### src/rtl/cpu_pkg.sv
// Shared definitions for the 4-bit CPU: widths, instruction fields,
// opcode values, ALU operation codes and sequencer state encoding.
package cpu_pkg;

  localparam int ALU_BIT_WIDTH        = 4;
  localparam int OPERATION_CODE_WIDTH = 3;
  localparam int INSTR_WIDTH          = 8;

  // Instruction field positions: [7:4] opcode, [3:0] operand
  localparam int OPC_MSB  = 7;
  localparam int OPC_LSB  = 4;
  localparam int OPND_MSB = 3;
  localparam int OPND_LSB = 0;

  // Opcodes
  localparam logic [3:0] OPC_NOP  = 4'h0;
  localparam logic [3:0] OPC_XOR  = 4'h1;
  localparam logic [3:0] OPC_AND  = 4'h2;
  localparam logic [3:0] OPC_OR   = 4'h3;
  localparam logic [3:0] OPC_ADD  = 4'h4;
  localparam logic [3:0] OPC_INC  = 4'h5;
  localparam logic [3:0] OPC_DEC  = 4'h6;
  localparam logic [3:0] OPC_SUB  = 4'h7;
  localparam logic [3:0] OPC_LDA  = 4'h8;
  localparam logic [3:0] OPC_STA  = 4'h9;
  localparam logic [3:0] OPC_JMP  = 4'hA;
  localparam logic [3:0] OPC_JC   = 4'hB;
  localparam logic [3:0] OPC_LDI  = 4'hC;
  localparam logic [3:0] OPC_HLT  = 4'hF;

  // ALU operation codes (the ALU decodes these directly)
  localparam logic [2:0] OC_XOR     = 3'b001;
  localparam logic [2:0] OC_AND     = 3'b010;
  localparam logic [2:0] OC_OR      = 3'b011;
  localparam logic [2:0] OC_ADD     = 3'b100;
  localparam logic [2:0] OC_ADD_ONE = 3'b101;
  localparam logic [2:0] OC_SUB_ONE = 3'b110;
  localparam logic [2:0] OC_SUB     = 3'b111;

  typedef enum logic [2:0] {
    ST_FETCH  = 3'd0,
    ST_DECODE = 3'd1,
    ST_MEM    = 3'd2,
    ST_EXEC   = 3'd3,
    ST_HALT   = 3'd4
  } state_e;

  function automatic logic [3:0] opcode_of(input logic [INSTR_WIDTH-1:0] instr);
    return instr[OPC_MSB:OPC_LSB];
  endfunction

  function automatic logic [3:0] operand_of(input logic [INSTR_WIDTH-1:0] instr);
    return instr[OPND_MSB:OPND_LSB];
  endfunction

endpackage

### src/rtl/cpu_control_unit_if.sv
// Data-memory req/ack bus between the CPU sequencer (master) and memory (slave).
interface cpu_control_unit_if #(
  parameter int DATA_W = cpu_pkg::ALU_BIT_WIDTH,
  parameter int ADDR_W = cpu_pkg::ALU_BIT_WIDTH
);
  logic              req;
  logic              we;
  logic [ADDR_W-1:0] addr;
  logic [DATA_W-1:0] wdata;
  logic [DATA_W-1:0] rdata;
  logic              ack;

  modport master (output req, we, addr, wdata, input rdata, ack);
  modport slave  (input req, we, addr, wdata, output rdata, ack);
endinterface

### src/rtl/cpu_decoder.sv
// Combinational opcode decoder: classifies an opcode into the control
// attributes the sequencer needs. Unlisted opcodes decode as NOP.
module cpu_decoder
  import cpu_pkg::*;
(
  input  logic [3:0] i_opcode,
  output logic       o_needs_mem,
  output logic       o_mem_write,
  output logic       o_alu_op,
  output logic       o_writes_carry,
  output logic       o_is_jump,
  output logic       o_is_jc,
  output logic       o_is_halt,
  output logic       o_uses_imm_one
);

  // Opcode to control attributes
  always_comb begin
    o_needs_mem    = 1'b0;
    o_mem_write    = 1'b0;
    o_alu_op       = 1'b0;
    o_writes_carry = 1'b0;
    o_is_jump      = 1'b0;
    o_is_jc        = 1'b0;
    o_is_halt      = 1'b0;
    o_uses_imm_one = 1'b0;
    case (i_opcode)
      OPC_XOR, OPC_AND, OPC_OR: begin
        o_needs_mem = 1'b1;
        o_alu_op    = 1'b1;
      end
      OPC_ADD, OPC_SUB: begin
        o_needs_mem    = 1'b1;
        o_alu_op       = 1'b1;
        o_writes_carry = 1'b1;
      end
      OPC_INC, OPC_DEC: begin
        o_alu_op       = 1'b1;
        o_writes_carry = 1'b1;
        o_uses_imm_one = 1'b1;
      end
      OPC_LDA: o_needs_mem = 1'b1;
      OPC_STA: begin
        o_needs_mem = 1'b1;
        o_mem_write = 1'b1;
      end
      OPC_JMP: o_is_jump = 1'b1;
      OPC_JC:  o_is_jc   = 1'b1;
      OPC_HLT: o_is_halt = 1'b1;
      default: ;
    endcase
  end

endmodule

### src/rtl/cpu_control_unit.sv
// Sequencer for the 4-bit CPU: fetch/decode/mem/exec FSM that drives the
// external combinational ALU and runs a req/ack handshake with data memory.
// PC, instruction register, operand register, accumulator and carry live here.
module cpu_control_unit
  import cpu_pkg::*;
#(
  parameter int ALU_BIT_WIDTH        = cpu_pkg::ALU_BIT_WIDTH,
  parameter int OPERATION_CODE_WIDTH = cpu_pkg::OPERATION_CODE_WIDTH
) (
  input  logic                            clk_i,
  input  logic                            rst_ni,
  output logic [ALU_BIT_WIDTH-1:0]        instr_addr_o,
  input  logic [INSTR_WIDTH-1:0]          instr_i,
  cpu_control_unit_if.master              mem_bus,
  output logic [ALU_BIT_WIDTH-1:0]        alu_a_o,
  output logic [ALU_BIT_WIDTH-1:0]        alu_b_o,
  output logic [OPERATION_CODE_WIDTH-1:0] alu_oc_o,
  input  logic [ALU_BIT_WIDTH-1:0]        alu_result_i,
  input  logic                            alu_carry_i,
  output logic [ALU_BIT_WIDTH-1:0]        acc_o,
  output logic                            carry_o,
  output logic                            halted_o
);

  localparam logic [ALU_BIT_WIDTH-1:0] ONE = ALU_BIT_WIDTH'(1);

  state_e                          r_state;
  logic [ALU_BIT_WIDTH-1:0]        r_pc;
  logic [INSTR_WIDTH-1:0]          r_ir;
  logic [ALU_BIT_WIDTH-1:0]        r_opnd;
  logic [ALU_BIT_WIDTH-1:0]        r_acc;
  logic                            r_carry;
  logic [OPERATION_CODE_WIDTH-1:0] r_oc;
  logic                            r_halted;
  logic                            r_req;
  logic                            r_we;
  logic [ALU_BIT_WIDTH-1:0]        r_addr;
  logic [ALU_BIT_WIDTH-1:0]        r_wdata;

  logic [3:0]                      w_opcode;
  logic [ALU_BIT_WIDTH-1:0]        w_operand;
  logic                            w_needs_mem;
  logic                            w_mem_write;
  logic                            w_alu_op;
  logic                            w_writes_carry;
  logic                            w_is_jump;
  logic                            w_is_jc;
  logic                            w_is_halt;
  logic                            w_uses_imm_one;

  // Decode works only from the registered IR, so nothing reaches the ALU
  // combinationally from the ROM data.
  assign w_opcode  = opcode_of(r_ir);
  assign w_operand = operand_of(r_ir);

  cpu_decoder u_decoder (
    .i_opcode       (w_opcode),
    .o_needs_mem    (w_needs_mem),
    .o_mem_write    (w_mem_write),
    .o_alu_op       (w_alu_op),
    .o_writes_carry (w_writes_carry),
    .o_is_jump      (w_is_jump),
    .o_is_jc        (w_is_jc),
    .o_is_halt      (w_is_halt),
    .o_uses_imm_one (w_uses_imm_one)
  );

  // Main sequencer: state, handshake, operand capture, writeback and PC update
  always_ff @(posedge clk_i or negedge rst_ni) begin
    if (!rst_ni) begin
      r_state  <= ST_FETCH;
      r_pc     <= '0;
      r_ir     <= '0;
      r_opnd   <= '0;
      r_acc    <= '0;
      r_carry  <= 1'b0;
      r_oc     <= '0;
      r_halted <= 1'b0;
      r_req    <= 1'b0;
      r_we     <= 1'b0;
      r_addr   <= '0;
      r_wdata  <= '0;
    end else begin
      case (r_state)
        ST_FETCH: begin
          r_ir    <= instr_i;
          r_state <= ST_DECODE;
        end
        ST_DECODE: begin
          r_oc <= w_opcode[OPERATION_CODE_WIDTH-1:0];
          if (w_is_halt) begin
            r_halted <= 1'b1;
            r_state  <= ST_HALT;
          end else if (w_needs_mem) begin
            // Bus fields are set together with req and held until ack
            r_req   <= 1'b1;
            r_we    <= w_mem_write;
            r_addr  <= w_operand;
            r_wdata <= r_acc;
            r_state <= ST_MEM;
          end else begin
            r_opnd  <= w_uses_imm_one ? ONE : w_operand;
            r_state <= ST_EXEC;
          end
        end
        ST_MEM: begin
          if (mem_bus.ack) begin
            r_req   <= 1'b0;
            r_opnd  <= mem_bus.rdata;
            r_state <= ST_EXEC;
          end
        end
        ST_EXEC: begin
          if (w_alu_op) begin
            r_acc <= alu_result_i;
            if (w_writes_carry) begin
              r_carry <= alu_carry_i;
            end
          end else if (w_opcode == OPC_LDA || w_opcode == OPC_LDI) begin
            r_acc <= r_opnd;
          end
          if (w_is_jump || (w_is_jc && r_carry)) begin
            r_pc <= w_operand;
          end else begin
            r_pc <= r_pc + ONE;
          end
          r_state <= ST_FETCH;
        end
        ST_HALT: r_state <= ST_HALT;
        default: r_state <= ST_FETCH;
      endcase
    end
  end

  assign instr_addr_o  = r_pc;
  assign alu_a_o       = r_acc;
  assign alu_b_o       = r_opnd;
  assign alu_oc_o      = r_oc;
  assign acc_o         = r_acc;
  assign carry_o       = r_carry;
  assign halted_o      = r_halted;
  assign mem_bus.req   = r_req;
  assign mem_bus.we    = r_we;
  assign mem_bus.addr  = r_addr;
  assign mem_bus.wdata = r_wdata;

endmodule

### src/flat_wrapper.sv
// flat-port wrapper written by rule: the top's interface ports become plain ports
module cpu_control_unit_flat import cpu_pkg::*;
#(
  parameter int ALU_BIT_WIDTH        = cpu_pkg::ALU_BIT_WIDTH,
  parameter int OPERATION_CODE_WIDTH = cpu_pkg::OPERATION_CODE_WIDTH
)
  (clk_i, rst_ni, instr_addr_o, instr_i, alu_a_o, alu_b_o, alu_oc_o, alu_result_i, alu_carry_i, acc_o, carry_o, halted_o, mem_bus_req, mem_bus_we, mem_bus_addr, mem_bus_wdata, mem_bus_rdata, mem_bus_ack);
  cpu_control_unit_if #(.DATA_W(4), .ADDR_W(4)) mem_bus_i ();
  input  logic clk_i;
  input  logic rst_ni;
  output logic [ALU_BIT_WIDTH-1:0] instr_addr_o;
  input  logic [INSTR_WIDTH-1:0] instr_i;
  output logic [ALU_BIT_WIDTH-1:0] alu_a_o;
  output logic [ALU_BIT_WIDTH-1:0] alu_b_o;
  output logic [OPERATION_CODE_WIDTH-1:0] alu_oc_o;
  input  logic [ALU_BIT_WIDTH-1:0] alu_result_i;
  input  logic alu_carry_i;
  output logic [ALU_BIT_WIDTH-1:0] acc_o;
  output logic carry_o;
  output logic halted_o;
  output wire logic [$bits(mem_bus_i.req)-1:0] mem_bus_req;
  output wire logic [$bits(mem_bus_i.we)-1:0] mem_bus_we;
  output wire logic [$bits(mem_bus_i.addr)-1:0] mem_bus_addr;
  output wire logic [$bits(mem_bus_i.wdata)-1:0] mem_bus_wdata;
  input wire logic [$bits(mem_bus_i.rdata)-1:0] mem_bus_rdata;
  input wire logic [$bits(mem_bus_i.ack)-1:0] mem_bus_ack;
  assign mem_bus_req = mem_bus_i.req;
  assign mem_bus_we = mem_bus_i.we;
  assign mem_bus_addr = mem_bus_i.addr;
  assign mem_bus_wdata = mem_bus_i.wdata;
  assign mem_bus_i.rdata = mem_bus_rdata;
  assign mem_bus_i.ack = mem_bus_ack;
  cpu_control_unit #(.ALU_BIT_WIDTH(ALU_BIT_WIDTH), .OPERATION_CODE_WIDTH(OPERATION_CODE_WIDTH)) u_core (.clk_i(clk_i), .rst_ni(rst_ni), .instr_addr_o(instr_addr_o), .instr_i(instr_i), .mem_bus(mem_bus_i), .alu_a_o(alu_a_o), .alu_b_o(alu_b_o), .alu_oc_o(alu_oc_o), .alu_result_i(alu_result_i), .alu_carry_i(alu_carry_i), .acc_o(acc_o), .carry_o(carry_o), .halted_o(halted_o));
endmodule
### config.mk
export PLATFORM = sky130hd
export DESIGN_NAME = cpu_control_unit_flat
export DESIGN_NICKNAME = d
export VERILOG_FILES = /design/src/rtl/cpu_pkg.sv /design/src/rtl/cpu_control_unit_if.sv /design/src/rtl/cpu_decoder.sv /design/src/rtl/cpu_control_unit.sv /design/src/flat_wrapper.sv
export SDC_FILE = /design/constraint.sdc
export NUM_CORES = 1
export LEC_CHECK = 0
export CAP_MARGIN = 20
export CORE_MARGIN = 4
export CORE_UTILIZATION = 48
export CTS_CLUSTER_SIZE = 30
export DETAILED_ROUTE_END_ITERATION = 10
export GPL_ROUTABILITY_DRIVEN = 0
export GPL_TIMING_DRIVEN = 0
export PLACE_DENSITY = 0.86
export SLEW_MARGIN = 20
export SYNTH_ARGS = -nofsm -noshare
export SYNTH_HDL_FRONTEND = slang
export SYNTH_HIERARCHICAL = 1
export SYNTH_SLANG_ARGS = --single-unit
export TNS_END_PERCENT = 20
### constraint.sdc
create_clock -name clk_i -period 2.6 [get_ports clk_i]
set_input_delay 0.52 -clock clk_i [delete_from_list [all_inputs] [get_ports clk_i]]
set_output_delay 0.52 -clock clk_i [all_outputs]
set_load 0.02 [all_outputs]
==> impl_metrics.ini <==
[final_layout]
antennaDiodeCount = 0
most-common-layout-cells = sky130_fd_sc_hd__clkdlybuf4s50_1, sky130_fd_sc_hd__dfrtp_1, sky130_fd_sc_hd__mux2_2
final_design_area_no_fill_um2 = 2600
area.growth.synth_to_final_pct = 34.8
filler_cell_count = 283
post_route_cells_drive_above_1_share = 0.250
layout_net_count = 240
final_common_cell = sky130_fd_sc_hd__clkdlybuf4s50_1
finish.cell_count_without_fillers = 268

[yosys]
synthXorXnorAreaFrac = 0
yosysWarnings = 6
ys_seq_area_frac = 0.494
synth_enable_flop_cells = 0
muxShareOfSynthArea = 0.201
synth_top_cell_by_area = sky130_fd_sc_hd__dfrtp_1
synthesis.instances = 161
synthFlopType = sky130_fd_sc_hd__dfrtp_1
synth.net_count = 182
yosys.area.top_type_share = 0.494
largest_family_of_logic_cells_by_synthesized_area = multiplexers
syn_area_per_cell_um2 = 12.0
synth-adder-area-share = 0.00650
synth-compound-area-share = 0.0929
yosysUniqueCellTypes = 37
synthTopCellsByArea = sky130_fd_sc_hd__dfrtp_1, sky130_fd_sc_hd__mux2_2, sky130_fd_sc_hd__mux2_4
synth-simple-area-share = 0.162
netlist_area_um2 = 1930
seq_cells_post_synth = 38
ys_async_sr_fraction = 1.00

[sta]
timing_worst_slew_pin_value_ns = 0.732
drv_slew = 0
fmax_mhz = 454
worst_slew_margin_rel = 0.512
fin_crit_sh = 0.847
timing.clock.skew_ns = 0.00901
setup_viol = 0
grt_setup_unrepaired = no
finalSetupTns_ns = 0
min_period_ns = 2.20
hold_viol = 0

[worst_setup_path]
timing.critical_path.from = u_core/r_ir[4]$_DFFE_PN0P_
rr_worst_depth = 5
cp.arrival_ns = 2.39
reg2reg_from = u_core/r_ir[4]$_DFFE_PN0P_
setup.worst_path.end_class = flop
timing.critical_path.from_type = flop
cp_data_required_time_ns = 2.79
worst-setup-path-type = flop to flop
worstReg2RegEnd = u_core/alu_b_o[0]$_DFFE_PN0P_
critPathMaxFanout = 11
regToRegSetupSlack_ns = 0.40

[pwr]
power.density_cell_area_nw_per_um2 = 1390
max-vdd-ir-drop_mv = 0.617
power.static_leakage_nw = 1.10

[route]
drt-vias-per-instance = 5.42
wire_per_inst_um = 15.1
drt_iter0_markers = 102
remaining_drc_errors = 0
routed_wirelength_um = 4060
routed-via-count = 1452
drt_first_pass_iters = 4
ant_nets = 0

[cts]
clock_tree.htree_level_count = 2
clkTransAtPathRegs_ns = 0.08
cts_tree = yes
clk_root_buffer_cell = sky130_fd_sc_hd__clkbuf_8
ctsHoldBuffers = 0
cts_resized = 0
post-cts-setup-buffers = 0
tritoncts.num_buffers = 5
clkSinkCount = 38
clk-insertion-delay-late_ns = 0.29
ctsLongestPathBuffers = 2

[global_route]
antenna_found_initial = 0
grt_pass1_vias = 1419
grt.total_usage = 0.174
grt_total_ovfl = 0
maximum_number_of_pins_on_one_net_before_global_route_repair = 28
global_route_wire_length_before_repair_um = 6830

[floorplan]
die-area_um2 = 5090
placement_rows = 22
pin_count = 51
floorplan.die.width_um = 71.3
floorplan.initialDensity = 0.511
floorplan_core_area_um2 = 3770
chipHeight_um = 71.3

[placed_design]
port-buffer-count = 50
place_area_um2 = 2500
place_hpwl_um = 3010
placedCellCount = 260

[status]
outcome = finished clean

[hold_path]
min_path_type = input port to asynchronous set/reset pin

[flow_run]
cap_viol_max_count = 0
-- cells in the mapped netlist (5+ instances only) --
cell	count
sky130_fd_sc_hd__mux2i_1	5
sky130_fd_sc_hd__o22ai_1	5
sky130_fd_sc_hd__nor3_1	5
sky130_fd_sc_hd__nor4_1	5
sky130_fd_sc_hd__nor2b_1	7
sky130_fd_sc_hd__mux2_2	22
sky130_fd_sc_hd__dfrtp_1	38
sky130_fd_sc_hd__nor2_1	8
sky130_fd_sc_hd__a21oi_1	5
sky130_fd_sc_hd__buf_2	7
sky130_fd_sc_hd__mux2_4	6
-- cell families after synthesis --
| kind of cell | after synthesis |
|---|---|
| AND/OR/NAND/NOR | 49 |
| flip-flops | 38 |
| multiplexers | 33 |
| AO/OA/AOI/OAI | 24 |
| buffers and inverters | 16 |
| adder cells (fa/ha/maj) | 1 |
-- how the worst max path moves through the flow --
stage                                    endpoint  depth (start not counted)  slack (ns)
4_1_cts             u_core/alu_b_o[0]$_DFFE_PN0P_                          5        0.40
2_1_floorplan       u_core/alu_b_o[0]$_DFFE_PN0P_                          5        0.57
3_3_place_gp   u_core/mem_bus.addr[3]$_DFFE_PN0P_                          1        0.15
5_1_grt             u_core/alu_b_o[0]$_DFFE_PN0P_                          5        0.28
3_5_place_dp        u_core/alu_b_o[0]$_DFFE_PN0P_                          5        0.43
6_report            u_core/alu_b_o[0]$_DFFE_PN0P_                          5        0.40
-- power by group --
group          switching, W  internal, W  total [W]
combinational      0.000935      0.00111    0.00204
clock              0.000206     0.000213   0.000419
sequential         0.000277     0.000881    0.00116
-- area by class of cell --
class	count	area (um2)	share of cell area
flip-flops and latches	38	951	0.366
plain buffers	12	68.8	0.0265
clock inverters	2	12.5	0.00482
multi-input cells	107	891	0.343
inverters	4	15.0	0.00578
repair buffers	51	515	0.199
clock buffers	6	82.6	0.0318
well taps	48	60.1	0.0231
-- flip-flops by register name, summed over array words and instances, names as in the netlist --
signal                cells
u_core/r_ir               8
u_core/acc_o              4
u_core/alu_b_o            4
u_core/instr_addr_o       4
u_core/mem_bus.addr       4
u_core/mem_bus.wdata      4
u_core/alu_oc_o           3
u_core/r_state            3
u_core/carry_o            1
u_core/halted_o           1
u_core/mem_bus.req        1
u_core/mem_bus.we         1
-- worst max-delay path: stages, from the launching register on --
cell,delay [ns]
sky130_fd_sc_hd__dfrtp_1,0.49
sky130_fd_sc_hd__nor4_1,0.39
sky130_fd_sc_hd__a211oi_2,0.11
sky130_fd_sc_hd__or4b_4,0.51
sky130_fd_sc_hd__a21oi_4,0.23
sky130_fd_sc_hd__mux2_2,0.36
-- layer usage --
layer	track usage	vias up	wire length, um
li1	-	706	-
met2	0.271	48	1960
met3	0.0435	6	229
met4	0.0710	0	70
met1	0.230	692	1800
met5	0	-	0
-- stage by stage --
stage | utilization | total power, W | hold WS (ns) | setup WS, ns
after floorplan | - | 0.00250 | 0.224 | 0.571
after global placement | 0.659 | 0.00316 | 0.457 | 0.151
after detailed placement | 0.663 | 0.00321 | 0.419 | 0.430
after CTS | 0.688 | 0.00365 | 0.0933 | 0.395
after global routing | 0.688 | 0.00388 | 0.105 | 0.285
final | 0.688 | 0.00362 | 0.0952 | 0.398
(Power assumes the default switching activity.)
